[config.mk]
export PLATFORM = sky130hd
export DESIGN_NAME = mem_arbiter_flat
export DESIGN_NICKNAME = d
export VERILOG_FILES = /design/src/rtl/mem_arbiter_if.sv /design/src/rtl/mem_arbiter.sv /design/src/flat_wrapper.sv
export SDC_FILE = /design/constraint.sdc
export NUM_CORES = 1
export LEC_CHECK = 0
export ABC_AREA = 1
export CAP_MARGIN = 20
export CELL_PAD_IN_SITES_DETAIL_PLACEMENT = 1
export CELL_PAD_IN_SITES_GLOBAL_PLACEMENT = 1
export CORE_ASPECT_RATIO = 0.8
export CORE_MARGIN = 1.5
export CORE_UTILIZATION = 13
export DETAILED_ROUTE_END_ITERATION = 8
export PLACE_DENSITY_LB_ADDON = 0.1
export SLEW_MARGIN = 40
export SYNTH_ARGS = -nofsm -noshare
export SYNTH_HDL_FRONTEND = slang
export SYNTH_SLANG_ARGS = --single-unit
[constraint.sdc]
create_clock -name clk -period 2.75 [get_ports clk]
set_clock_uncertainty 0.1 [all_clocks]
set_input_delay 0.55 -clock clk [delete_from_list [all_inputs] [get_ports clk]]
set_output_delay 0.55 -clock clk [all_outputs]
set_load 0.03 [all_outputs]
[src/rtl/mem_arbiter_if.sv]
// Bundle of the core-side fetch/data ports and the RAM-side port of the shared-memory arbiter.
// The arbiter uses the slave view; the core/RAM environment uses the master view.
interface mem_arbiter_if #(
   parameter int ADDR_W = 32,
   parameter int DATA_W = 32
);
   logic              f_req;
   logic [ADDR_W-1:0] f_addr;
   logic              f_gnt;
   logic              f_rvalid;
   logic [DATA_W-1:0] f_rdata;

   logic              d_req;
   logic              d_we;
   logic [ADDR_W-1:0] d_addr;
   logic [DATA_W-1:0] d_wdata;
   logic              d_gnt;
   logic              d_rvalid;
   logic [DATA_W-1:0] d_rdata;

   logic              m_en;
   logic              m_we;
   logic [ADDR_W-1:0] m_addr;
   logic [DATA_W-1:0] m_wdata;
   logic [DATA_W-1:0] m_rdata;

   modport slave (
      input  f_req, f_addr, d_req, d_we, d_addr, d_wdata, m_rdata,
      output f_gnt, f_rvalid, f_rdata, d_gnt, d_rvalid, d_rdata,
             m_en, m_we, m_addr, m_wdata
   );

   modport master (
      output f_req, f_addr, d_req, d_we, d_addr, d_wdata, m_rdata,
      input  f_gnt, f_rvalid, f_rdata, d_gnt, d_rvalid, d_rdata,
             m_en, m_we, m_addr, m_wdata
   );
endinterface

[src/rtl/mem_arbiter.sv]
// Shares one single-port synchronous RAM between the fetch and load/store ports.
// Data port wins contention; fetch is forced through after MAX_WAIT consecutive denials.
module mem_arbiter #(
   parameter int ADDR_W   = 32,
   parameter int DATA_W   = 32,
   parameter int MAX_WAIT = 4
) (
   input  logic           clk,
   input  logic           rst,
   mem_arbiter_if.slave   bus
);
   localparam int CNT_W = $clog2(MAX_WAIT + 1);

   // Down-counts fetch denials; reaching zero means the fetch has waited MAX_WAIT cycles.
   logic [CNT_W-1:0]  r_wait_left;
   logic              r_rsp_v;
   logic              r_rsp_id;

   logic              w_force;
   logic              w_f_gnt;
   logic              w_d_gnt;
   logic [ADDR_W-1:0] w_m_addr;
   logic [DATA_W-1:0] w_m_wdata;

   always_comb begin
      w_force   = bus.f_req && (r_wait_left == '0);
      w_f_gnt   = !rst && bus.f_req && (!bus.d_req || w_force);
      w_d_gnt   = !rst && bus.d_req && !w_f_gnt;
      w_m_addr  = '0;
      w_m_wdata = '0;
      if (w_f_gnt) begin
         w_m_addr = bus.f_addr;
      end else if (w_d_gnt) begin
         w_m_addr  = bus.d_addr;
         w_m_wdata = bus.d_wdata;
      end
   end

   always_ff @(posedge clk) begin
      if (rst) begin
         r_wait_left <= CNT_W'(MAX_WAIT);
         r_rsp_v     <= 1'b0;
         r_rsp_id    <= 1'b0;
      end else begin
         if (!bus.f_req || w_f_gnt) begin
            r_wait_left <= CNT_W'(MAX_WAIT);
         end else if (r_wait_left != '0) begin
            r_wait_left <= r_wait_left - CNT_W'(1);
         end
         r_rsp_v  <= w_f_gnt || (w_d_gnt && !bus.d_we);
         r_rsp_id <= w_f_gnt;
      end
   end

   assign bus.f_gnt    = w_f_gnt;
   assign bus.d_gnt    = w_d_gnt;
   assign bus.m_en     = w_f_gnt || w_d_gnt;
   assign bus.m_we     = w_d_gnt && bus.d_we;
   assign bus.m_addr   = w_m_addr;
   assign bus.m_wdata  = w_m_wdata;

   // Read data is shared; the rvalid tag says which port owns it.
   assign bus.f_rvalid = r_rsp_v && r_rsp_id;
   assign bus.d_rvalid = r_rsp_v && !r_rsp_id;
   assign bus.f_rdata  = bus.m_rdata;
   assign bus.d_rdata  = bus.m_rdata;
endmodule

[src/flat_wrapper.sv]
// flat-port wrapper written by rule: the top's interface ports become plain ports
module mem_arbiter_flat 
#(
   parameter int ADDR_W   = 32,
   parameter int DATA_W   = 32,
   parameter int MAX_WAIT = 4
)
  (clk, rst, bus_f_req, bus_f_addr, bus_d_req, bus_d_we, bus_d_addr, bus_d_wdata, bus_m_rdata, bus_f_gnt, bus_f_rvalid, bus_f_rdata, bus_d_gnt, bus_d_rvalid, bus_d_rdata, bus_m_en, bus_m_we, bus_m_addr, bus_m_wdata);
  mem_arbiter_if #(.ADDR_W(ADDR_W), .DATA_W(DATA_W)) bus_i ();
  input  logic clk;
  input  logic rst;
  input wire logic [$bits(bus_i.f_req)-1:0] bus_f_req;
  input wire logic [$bits(bus_i.f_addr)-1:0] bus_f_addr;
  input wire logic [$bits(bus_i.d_req)-1:0] bus_d_req;
  input wire logic [$bits(bus_i.d_we)-1:0] bus_d_we;
  input wire logic [$bits(bus_i.d_addr)-1:0] bus_d_addr;
  input wire logic [$bits(bus_i.d_wdata)-1:0] bus_d_wdata;
  input wire logic [$bits(bus_i.m_rdata)-1:0] bus_m_rdata;
  output wire logic [$bits(bus_i.f_gnt)-1:0] bus_f_gnt;
  output wire logic [$bits(bus_i.f_rvalid)-1:0] bus_f_rvalid;
  output wire logic [$bits(bus_i.f_rdata)-1:0] bus_f_rdata;
  output wire logic [$bits(bus_i.d_gnt)-1:0] bus_d_gnt;
  output wire logic [$bits(bus_i.d_rvalid)-1:0] bus_d_rvalid;
  output wire logic [$bits(bus_i.d_rdata)-1:0] bus_d_rdata;
  output wire logic [$bits(bus_i.m_en)-1:0] bus_m_en;
  output wire logic [$bits(bus_i.m_we)-1:0] bus_m_we;
  output wire logic [$bits(bus_i.m_addr)-1:0] bus_m_addr;
  output wire logic [$bits(bus_i.m_wdata)-1:0] bus_m_wdata;
  assign bus_i.f_req = bus_f_req;
  assign bus_i.f_addr = bus_f_addr;
  assign bus_i.d_req = bus_d_req;
  assign bus_i.d_we = bus_d_we;
  assign bus_i.d_addr = bus_d_addr;
  assign bus_i.d_wdata = bus_d_wdata;
  assign bus_i.m_rdata = bus_m_rdata;
  assign bus_f_gnt = bus_i.f_gnt;
  assign bus_f_rvalid = bus_i.f_rvalid;
  assign bus_f_rdata = bus_i.f_rdata;
  assign bus_d_gnt = bus_i.d_gnt;
  assign bus_d_rvalid = bus_i.d_rvalid;
  assign bus_d_rdata = bus_i.d_rdata;
  assign bus_m_en = bus_i.m_en;
  assign bus_m_we = bus_i.m_we;
  assign bus_m_addr = bus_i.m_addr;
  assign bus_m_wdata = bus_i.m_wdata;
  mem_arbiter #(.ADDR_W(ADDR_W), .DATA_W(DATA_W), .MAX_WAIT(MAX_WAIT)) u_core (.clk(clk), .rst(rst), .bus(bus_i));
endmodule
Word level (Yosys, flattened, before mapping)
Index checks and enable logic that the tools add are counted.
{"block": "op_classes", "addsub": 1, "muxes": 4, "n_reduce_logical": 22}
{"op": "2-to-1 mux 32 bit", "n": 4}
{"op": "logical AND 1 bit", "n": 9}
{"op": "zero test 1 bit", "n": 6}
{"op": "logical OR 1 bit", "n": 4}
{"op": "zero test 3 bit", "n": 1}
{"op": "nonzero test 3 bit", "n": 1}
{"op": "subtractor 3 x 1 -> 3 bit (second input constant)", "n": 1}
{"op": "OR reduction 2 bit", "n": 1}
{"block": "totals", "ff_bits": 5, "output_inout_bits": 134, "elab_cells": 30}

Depth between registers and ports, before layout
{"block": "logic_depth", "ltp_word": 8, "depth_mapped": 8, "depth_no_buf": 7}

Least setup slack after synthesis
No wires, ideal clock.
{"block": "synth_timing", "kind": "input to output", "startpoint": "input port rst", "endpoint": "output port bus_m_addr[22]", "t_arrival_ns": 1.449, "required_ns": 2.100, "slack_ns": 0.651, "stages": 6, "path_buffers": 1, "cell_sequence": "inv_1 -> nand2_2 -> a21oi_4 -> buf_2 -> nand2_1 -> nand2_1"}
{"block": "synth_via", "elab_chain_len": 7, "word_cells_on_any_way": 8, "cone_classes": "mux (2); reduce/logical (6)"}
{"item": "start: declaration", "line_no": "flat_wrapper.sv:11", "rtl": "input logic rst;"}
{"item": "zero test 1 bit *", "line_no": "mem_arbiter.sv:27", "rtl": "w_f_gnt = !rst && bus.f_req && (!bus.d_req || w_force);"}
{"item": "logical AND 1 bit * (2 in series)", "line_no": "mem_arbiter.sv:27"}
{"item": "net bus_f_gnt", "line_no": "flat_wrapper.sv:19", "rtl": "output wire logic [$bits(bus_i.f_gnt)-1:0] bus_f_gnt;"}
{"item": "zero test 1 bit", "line_no": "mem_arbiter.sv:28", "rtl": "w_d_gnt = !rst && bus.d_req && !w_f_gnt;"}
{"item": "logical AND 1 bit", "line_no": "mem_arbiter.sv:28"}
{"item": "2-to-1 mux 32 bit", "line_no": "mem_arbiter.sv:33", "rtl": "end else if (w_d_gnt) begin"}
{"item": "2-to-1 mux 32 bit *", "line_no": "mem_arbiter.sv:31", "rtl": "if (w_f_gnt) begin"}
{"item": "end: declaration", "line_no": "flat_wrapper.sv:27", "rtl": "output wire logic [$bits(bus_i.m_addr)-1:0] bus_m_addr;"}
Mark *: on every way through the listed nets, which the timed path passes. The rest lies on a longest branch.

Worst setup path in the final report
{"block": "layout_timing", "startpoint": "input port rst", "endpoint": "output port bus_m_wdata[5]"}
{"block": "layout_via", "elab_chain_len": 7, "word_cells_on_any_way": 8, "cone_classes": "mux (2); reduce/logical (6)"}
{"item": "zero test 1 bit *", "line_no": "mem_arbiter.sv:27, mem_arbiter.sv:28"}
{"item": "logical AND 1 bit (2 in series)", "line_no": "mem_arbiter.sv:27"}
{"item": "zero test 1 bit", "line_no": "mem_arbiter.sv:28"}
{"item": "logical AND 1 bit", "line_no": "mem_arbiter.sv:28"}
{"item": "2-to-1 mux 32 bit", "line_no": "mem_arbiter.sv:33"}
{"item": "2-to-1 mux 32 bit *", "line_no": "mem_arbiter.sv:31"}
{"item": "end: declaration", "line_no": "flat_wrapper.sv:28", "rtl": "output wire logic [$bits(bus_i.m_wdata)-1:0] bus_m_wdata;"}
Every way passes the cells marked *; elsewhere a longest branch is shown, timed or not.

==> metrics.md <==
| Metric | Value |
|---|---|
| Maxcap violations | 0 |
| CP Class | in -> out |
| # setup viols final | 0 |
| Worst-Margin Slew | 319 ps |
| Slew Limit Fails | 0 |
| Fin Setup TNS | 0 ps |
| CP endpoint kind | primary output |
| Dpl hpwl | about 5400 um |
| DP Worst Slack | around 130 ps |
| R2R cell count | 6 |
| Vias in the first global route | 1850 |
| Buf/Inv on CP | 5 |
| Final WS setup | approximately 160 ps |
| Reg clk slew, reported paths | 30 ps |
| Post CTS Setup Buffer Count | 0 |
| First-pass GRT wire length | ~9000 um |
| Pleak | about 1.6 nW |
| Design area | roughly 0.0031 mm2 |
| Initial antenna violation count | 0 |
| Peak supply drop | 0.164 mV |
| Final Cycle Share | 0.941 |
| Hold path start | u_core.r_wait_left[0] |
| HP Class | reg -> reg |
| GPL Wtd Cong | between 0.6 and 0.7 |
| Cell Rows | 36 |
| Synthesized instance count | between 200 and 300 |
| DIE AREA | 0.0132 mm2 |
| Cell family with most CP delay | buffers and inverters |
| Hold Buf Count CTS | 0 |
| Netlist cell types | 20 |
| Post-Syn Area | roughly 0.0016 mm2 |
| WHS | roughly 320 ps |
| PostCTS Resize Cnt | 0 |
| Routed wire per std cell | around 12 um |
| Yosys reg bits | 5 |
| Via count | roughly 1900 |
| Register area share after synthesis | 0.0613 |
| CP max stage delay | approximately 400 ps |
| Via-per-instance ratio | 3.42 |
| CTS root buf | clkbuf_16 |
| CP max-delay cell | clkdlybuf4s50_1 |
| Yosys Warn Count | 0 |
| H-tree Lvls | 1 |
| Hold Crit Depth | 1 |
| Chip width | 128 um |
| F_max | slightly below 0.4 GHz |
| RSZ-0062 raised after global routing | no |
| Die height | 103 um |
| Total CTS buffers | 3 |
| Final ANT Viol Nets | 0 |
| CP startpoint | rst |
| ANT cells | 0 |
| Post-synthesis net count | between 400 and 500 |
| Share of cells above drive strength 1 | 0.310 |
| Total GRT Usage | 0.0865 |
| CTS tree | done |
| DRT iter0 DRCs | 29 |
| WP data required | 2100 ps |
| Final WL | between 6000 and 7000 um |
| Clk buf depth | 2 |
| Initial Util | 0.134 |
| Mapped Avg Cell Area | around 6.0 um2 |
| GR Overflow Total | 0 |
| Final Hold Fails | 0 |
| PwrDens | 259 mW/mm2 |
| Worst Path Arrival | between 1500 and 2000 ps |
| Crit path time final | approximately 2600 ps |
| Critical Path Source Type | primary input |
| Outcome | completed |
| DRC | 0 |
| Maximum number of pins on one net before global-route repair | 34 |
| First-pass detailed-route iteration total | 3 |
| Placed inst area | 0.00306 mm2 |
| Crit path depth | 9 |
| CP max FO | 13 |
| Core area | about 0.012 mm2 |
| Area grow syn2layout | 92.3% |
| Skew-Pair Late Insertion Delay | ~230 ps |
| Sink Count | 5 |
| Headroom to the max-slew limit | 0.785 |
| Final Util | 0.257 |
| I/O Pins | between 200 and 300 |
| R2r startpoint | u_core.r_wait_left[0] |
| Post-layout net count | between 500 and 600 |
| Port Buf Inserts | 170 |
| Critical-path cell list | clkdlybuf4s50_1 > inv_1 > nand2_2 > inv_1 > nand2_4 > nand2_4 > buf_4 > nor2_2 > buf_12 |
==> routing by layer <==
metal  GRT usage  up-vias  wire (um)
met1       0.109      831       2710
li1            -      959          -
met5           0        -          0
met2       0.147       90       3080
met4      0.0199        0         58
met3      0.0252        8        527
==> state kept, by name, indices dropped and copies added, names as in the netlist <==
name	count
u_core.r_rsp_id	1
u_core.r_rsp_v	1
u_core.r_wait_left	3
==> placed cells by master (no fill, tap or decap) <==
cell type,count
buf_4,62
xnor2_1,1
clkdlybuf4s50_1,102
buf_12,15
nand2_1,67
nand2_4,2
dfxtp_1,5
nor2_1,6
nand3_1,34
nand4_1,1
inv_1,41
inv_2,1
o21ai_0,1
nor2_2,19
clkbuf_16,3
clkbuf_1,1
nor2_4,10
ha_1,2
a21oi_4,1
clkinv_2,1
nand2_2,4
a21oi_1,2
==> cells in the mapped netlist <==
master,number,area (um2)
buf_4,70,526
nand2_1,67,251
inv_1,41,154
nand3_1,34,170
nor2_2,19,119
nor2_4,10,113
nor2_1,6,22.5
dfxtp_1,5,100
nand2_2,4,25.0
buf_2,3,15.0
buf_6,3,33.8
a21oi_1,2,10.0
ha_1,2,25.0
nand2_4,2,22.5
a21oi_4,1,16.3
clkinv_2,1,5.00
inv_2,1,3.75
nand4_1,1,6.26
o21ai_0,1,5.00
xnor2_1,1,8.76
==> per-stage QoR <==
| stage | std cells | power [mW] |
|---|---|---|
| 2_1_floorplan | 274 | 0.477 |
| 3_3_place_gp | 548 | 0.582 |
| 3_5_place_dp | 548 | 0.582 |
| 4_1_cts | 552 | 0.829 |
| 5_1_grt | 552 | 0.860 |
| 6_report | 552 | 0.813 |
==> area by class of cell <==
type | count | area (um2)
fill | 1503 | 9070
timing repair buffer | 179 | 1790
multi-input combinational | 150 | 795
tap | 171 | 214
inverter | 43 | 163
sequential | 5 | 100
clock buffer | 4 | 78.8
==> cell families (layout without fill, tap and decap cells) <==
group	Yosys count	count (layout)	synth area share
AOI/OAI and AO/OA	4	4	0.0192
xor gates and xnor gates	1	1	0.00537
adders and majority gates	2	2	0.0153
buffers and inverters	119	226	0.452
DFF	5	5	0.0614
and+or+nand+nor	143	143	0.447
==> power by group <==
part / switching [mW] / internal, mW / leakage, nW
clock: 0.0471 / 0.192 / 0.0382
sequential: 0.00203 / 0.0769 / 0.0411
combinational: 0.241 / 0.254 / 1.48
total: 0.290 / 0.523 / 1.56
==> path summary, 6_finish.rpt <==
kind	to	slack [ps]
min reg2reg	u_core.r_wait_left[0]	320
min	u_core.r_wait_left[0]	320
max	bus_m_wdata[5]	160
max reg2reg	u_core.r_rsp_v	1390
Power figures use the tool's default switching activity.
